`config.mk`:
```
export PLATFORM = sky130hd
export DESIGN_NAME = fetch_stage
export DESIGN_NICKNAME = d
export VERILOG_FILES = /design/src/rtl/fetch_stage.sv
export SDC_FILE = /design/constraint.sdc
export NUM_CORES = 1
export LEC_CHECK = 0
export CORE_MARGIN = 2
export CORE_UTILIZATION = 45
export DETAILED_ROUTE_END_ITERATION = 12
export HOLD_SLACK_MARGIN = 0.06
export MAX_ROUTING_LAYER = met4
export PLACE_DENSITY = 0.78
export SLEW_MARGIN = 0
export SYNTH_ARGS = -nofsm -noshare
export SYNTH_HDL_FRONTEND = slang
export SYNTH_SLANG_ARGS = --single-unit
```
`constraint.sdc`:
```
create_clock -name CLK -period 4.6 [get_ports CLK]
set_input_delay 0.92 -clock CLK [delete_from_list [all_inputs] [get_ports CLK]]
set_output_delay 0.92 -clock CLK [all_outputs]
set_load 0.02 [all_outputs]
```
`src/rtl/fetch_stage.sv`:
```
// Instruction-fetch stage: owns the PC, reads combinational imem, loads IF/ID,
// and drains the pipeline after the all-ones terminator before raising halted.
module fetch_stage #(
  parameter logic [31:0] RESET_PC     = 32'h0000_0000,
  parameter int          ADDR_W       = 8,
  parameter int          DRAIN_CYCLES = 5
) (
  input  logic              CLK,
  input  logic              reset,
  input  logic              stall,
  input  logic              redirect_valid,
  input  logic [31:0]       redirect_pc,
  output logic [ADDR_W-1:0] imem_addr,
  input  logic [31:0]       imem_data,
  output logic [31:0]       pc,
  output logic [31:0]       ifid_instr,
  output logic [31:0]       ifid_pc_plus4,
  output logic              ifid_valid,
  output logic              halted,
  output logic [31:0]       fetch_count
);

  localparam int CNT_W = $clog2(DRAIN_CYCLES);
  localparam logic [31:0] TERMINATOR = 32'hFFFF_FFFF;

  typedef enum logic [1:0] {
    S_RUN,
    S_DRAIN,
    S_DONE
  } state_t;

  state_t             r_state, w_state_nxt;
  logic [31:0]        r_pc, w_pc_nxt;
  logic [31:0]        r_instr, w_instr_nxt;
  logic [31:0]        r_pc4, w_pc4_nxt;
  logic               r_valid, w_valid_nxt;
  logic               r_halted, w_halted_nxt;
  logic [31:0]        r_fcnt, w_fcnt_nxt;
  logic [CNT_W-1:0]   r_cnt, w_cnt_nxt;

  logic [31:0]        w_pc_plus4;
  logic [31:0]        w_redirect_tgt;
  logic               w_is_term;
  logic               w_unused_rpc_lsbs;

  assign w_pc_plus4        = r_pc + 32'd4;
  assign w_redirect_tgt    = {redirect_pc[31:2], 2'b00};
  assign w_is_term         = (imem_data == TERMINATOR);
  assign w_unused_rpc_lsbs = ^redirect_pc[1:0];

  assign imem_addr     = r_pc[ADDR_W+1:2];
  assign pc            = r_pc;
  assign ifid_instr    = r_instr;
  assign ifid_pc_plus4 = r_pc4;
  assign ifid_valid    = r_valid;
  assign halted        = r_halted;
  assign fetch_count   = r_fcnt;

  always_ff @(posedge CLK) begin
    if (reset) begin
      r_state  <= S_RUN;
      r_pc     <= RESET_PC;
      r_instr  <= 32'd0;
      r_pc4    <= 32'd0;
      r_valid  <= 1'b0;
      r_halted <= 1'b0;
      r_fcnt   <= 32'd0;
      r_cnt    <= '0;
    end else begin
      r_state  <= w_state_nxt;
      r_pc     <= w_pc_nxt;
      r_instr  <= w_instr_nxt;
      r_pc4    <= w_pc4_nxt;
      r_valid  <= w_valid_nxt;
      r_halted <= w_halted_nxt;
      r_fcnt   <= w_fcnt_nxt;
      r_cnt    <= w_cnt_nxt;
    end
  end

  // Priority below reset: redirect > stall > normal; DONE ignores everything.
  always_comb begin
    w_state_nxt  = r_state;
    w_pc_nxt     = r_pc;
    w_instr_nxt  = r_instr;
    w_pc4_nxt    = r_pc4;
    w_valid_nxt  = r_valid;
    w_halted_nxt = r_halted;
    w_fcnt_nxt   = r_fcnt;
    w_cnt_nxt    = r_cnt;

    unique case (r_state)
      S_RUN, S_DRAIN: begin
        if (redirect_valid) begin
          // A terminator seen on a mispredicted path is cancelled here.
          w_state_nxt = S_RUN;
          w_pc_nxt    = w_redirect_tgt;
          w_instr_nxt = 32'd0;
          w_valid_nxt = 1'b0;
          w_cnt_nxt   = '0;
        end else if (!stall) begin
          if (r_state == S_DRAIN) begin
            w_instr_nxt = 32'd0;
            w_valid_nxt = 1'b0;
            if (r_cnt == '0) begin
              w_state_nxt  = S_DONE;
              w_halted_nxt = 1'b1;
            end else begin
              w_cnt_nxt = r_cnt - 1'b1;
            end
          end else if (w_is_term) begin
            w_state_nxt = S_DRAIN;
            w_instr_nxt = 32'd0;
            w_valid_nxt = 1'b0;
            w_cnt_nxt   = CNT_W'(DRAIN_CYCLES - 1);
          end else begin
            w_pc_nxt    = w_pc_plus4;
            w_instr_nxt = imem_data;
            w_pc4_nxt   = w_pc_plus4;
            w_valid_nxt = 1'b1;
            w_fcnt_nxt  = r_fcnt + 32'd1;
          end
        end
      end
      S_DONE: begin
        w_halted_nxt = 1'b1;
      end
      default: begin
        w_state_nxt = S_RUN;
      end
    endcase
  end

endmodule

```
==> impl_metrics.json <==
{
  "status": "finished clean",
  "post_cts_buffers": 0,
  "grt_usage_pct": 25.77,
  "syn_inst": 767,
  "maxCapViolCount": 0,
  "wl_um": 18680,
  "syn_to_final_growth_pct": 40.46,
  "grt_pass1_wl_um": 30170,
  "boundaryPins": 206,
  "gr-total-overflow": 0,
  "synth_xor_area_share_pct": 4.114,
  "yosysTopAreaCell": "dfxtp_1",
  "tightest_slew_ns": 1.167,
  "required_ns": 4.88,
  "yosysMostFrequentCell": "dfxtp_1",
  "ys_types": 61,
  "slew_headroom_pct": 22.20,
  "max-clock-path-buffers": 2,
  "p_leak_nw": 2.954,
  "layout_worst_path_cycle_share_pct": 67.85,
  "avgSynthCellArea_um2": 8.326,
  "clk_latency_ns": 0.42,
  "cts_resized": 0,
  "synth_top_area_share_pct": 41.07,
  "synth_compound_area_share_pct": 24.04,
  "netlist_top_cells_count": "dfxtp_1 (131), nor2_1 (79), a21oi_1 (58)",
  "clock-sinks": 131,
  "drtIter0Drc": 564,
  "num_rows": 43,
  "dp.cells": 1092,
  "cp_max_fo": 27,
  "detail-route-antenna-nets": 0,
  "synth-main-ff-cell": "dfxtp_1",
  "r2r_start": "pc[2]",
  "fmax_mhz": 320.4,
  "cts_made_buffers": 17,
  "cts.reportedPaths.clkPinSlew_ns": 0.06,
  "antenna_found_initial": 0,
  "synthTopCellsByArea": "dfxtp_1 (41%), a22oi_1 (4.9%), nor2_1 (4.6%), a21oi_1 (4.5%), nand4_1 (3.2%)",
  "wl_per_cell_um": 16.62,
  "fin_setup_tns_ns": 0,
  "rsz0062_at_grt": "false",
  "startpoint": "imem_data[18]",
  "first_global_vias": 5939,
  "synth_seq_cells": 131,
  "grt_max_degree": 60,
  "hpwlAfterDp_um": 13010,
  "synth_fa_ha_area_share_pct": 0.7837,
  "ys_warn_count": 0,
  "cts_tree": "done",
  "synth.area.mux_share_pct": 0.9992,
  "ys_seq_area_share_pct": 41.07,
  "cts_root_buffer": "clkbuf_16",
  "peakVddDrop_mv": 0.2680,
  "synth_edf_count": 0,
  "critPathArrivalTime_ns": 3.40,
  "vias": 6511,
  "drive_above_1_share_pct": 6.462,
  "dr.pass1.iters": 5,
  "drc_errors": 0,
  "fp.dieW_um": 123.1,
  "end_kind": "flip-flop",
  "setup_violations": 0,
  "slew_violations": 0,
  "synth_area_mm2": 0.006386,
  "synthArstFlopShare_pct": 0,
  "avgViaCountPerCell": 5.793,
  "whs_ns": 0.4485,
  "synthSimpleGateAreaFrac_pct": 23.04,
  "start_util_pct": 46.01,
  "htree_levels": 4,
  "timing.final.crit_period_ns": 3.121,
  "hold_buffers": 0,
  "diodes": 0,
  "finalNonFillerCells": 1124,
  "finClkSkew_ns": 0.007496,
  "coreArea_mm2": 0.01388,
  "gp_congestion": 0.8663,
  "critPathKind": "in2reg",
  "die_h_um": 123.1,
  "dieArea_mm2": 0.01516,
  "finalHoldViolations": 0,
  "synth_top_family_by_area": "compound AO/OA/AOI/OAI gates",
  "worstSetupStartpointType": "input pin",
  "worstHoldPathType": "reg2reg",
  "hold_start": "halted",
  "nets": 1003,
  "power_density_mw_per_mm2": 327.0,
  "portBuffers": 199
}
==> per-stage QoR <==
step / utilization [%] / setup slack [ns] / total power, mW / instance area, µm²
2_1_floorplan: - / 2.005 / 1.460 / 6397
3_3_place_gp: 60.51 / 1.109 / 1.650 / 8399
3_5_place_dp: 60.51 / 1.085 / 1.654 / 8399
4_1_cts: 64.62 / 1.522 / 2.959 / 8970
5_1_grt: 64.62 / 1.333 / 3.055 / 8970
6_report: 64.62 / 1.479 / 2.933 / 8970
==> logic make-up after synthesis <==
logic type / Yosys count
multiplexers: 6
adder cells (fa/ha/maj): 4
buffers and inverters: 84
AND/OR/NAND/NOR: 285
AO/OA/AOI/OAI: 226
XOR/XNOR: 30
flip-flops: 131
other: 1
==> path summary, 6_finish.rpt <==
check / endpoint / slack (ns) / depth (start not counted)
max: fetch_count[14] / 1.48 / 7
max reg2reg: pc[16] / 2.07 / 6
min reg2reg: halted / 0.45 / 2
min: halted / 0.45 / 2
==> metal layers <==
layer  global-route usage [%]  wire, µm  up-vias
met2                    37.81      8407      220
met1                    34.90      8650     3061
met5                        -         0        -
li1                         -         -     3201
met3                    6.550      1264       29
met4                    7.955       358        0
==> cell type report <==
cell class / count / area (µm²)
Clock inverter: 13 / 127.6
Sequential cell: 131 / 2623
Timing Repair Buffer: 211 / 2074
Tap cell: 180 / 225.2
Inverter: 15 / 56.30
Multi-Input combinational cell: 555 / 3421
Clock buffer: 19 / 442.9
Fill cell: 1208 / 4911
==> placed cells by master (no fill, tap or decap), types with 6 or more instances in the layout <==
cell | netlist | layout
a21oi_1 | 58 | 58
xor2_1 | 15 | 15
o31ai_1 | 21 | 21
a22oi_1 | 42 | 42
nor3_1 | 11 | 11
o21ai_0 | 24 | 24
and2_1 | 6 | 6
a211oi_1 | 21 | 21
nand3_1 | 23 | 23
o211ai_1 | 7 | 7
clkdlybuf4s50_1 | 0 | 197
nor2_1 | 79 | 79
o31a_1 | 8 | 8
o32ai_1 | 10 | 10
nand2_1 | 53 | 53
nand4_1 | 33 | 33
buf_4 | 14 | 13
or4_1 | 24 | 24
dfxtp_1 | 131 | 131
inv_1 | 14 | 14
and4_1 | 6 | 6
or3_1 | 11 | 11
clkbuf_16 | 0 | 17
nor4_1 | 19 | 19
xnor2_1 | 15 | 15
==> state kept, by name (all words and copies together), names as in the netlist <==
name,flops
fetch_count,32
halted,1
ifid_instr,32
ifid_pc_plus4,30
ifid_valid,1
pc,30
r_cnt,3
r_state,2
==> worst max-delay path, stage by stage <==
cell and delay, ns:
clkdlybuf4s50_1 0.49, nand4_1 0.14, or4_1 0.68, o21ai_4 0.64, buf_4 0.31, or4_1 0.14, a21oi_1 0.07
==> power by group <==
part | internal [mW] | total [mW] | switching (mW)
clock network | 0.766 | 1.30 | 0.535
logic | 0.188 | 0.403 | 0.215
registers | 1.18 | 1.23 | 0.0494
(Power assumes the default switching activity.)
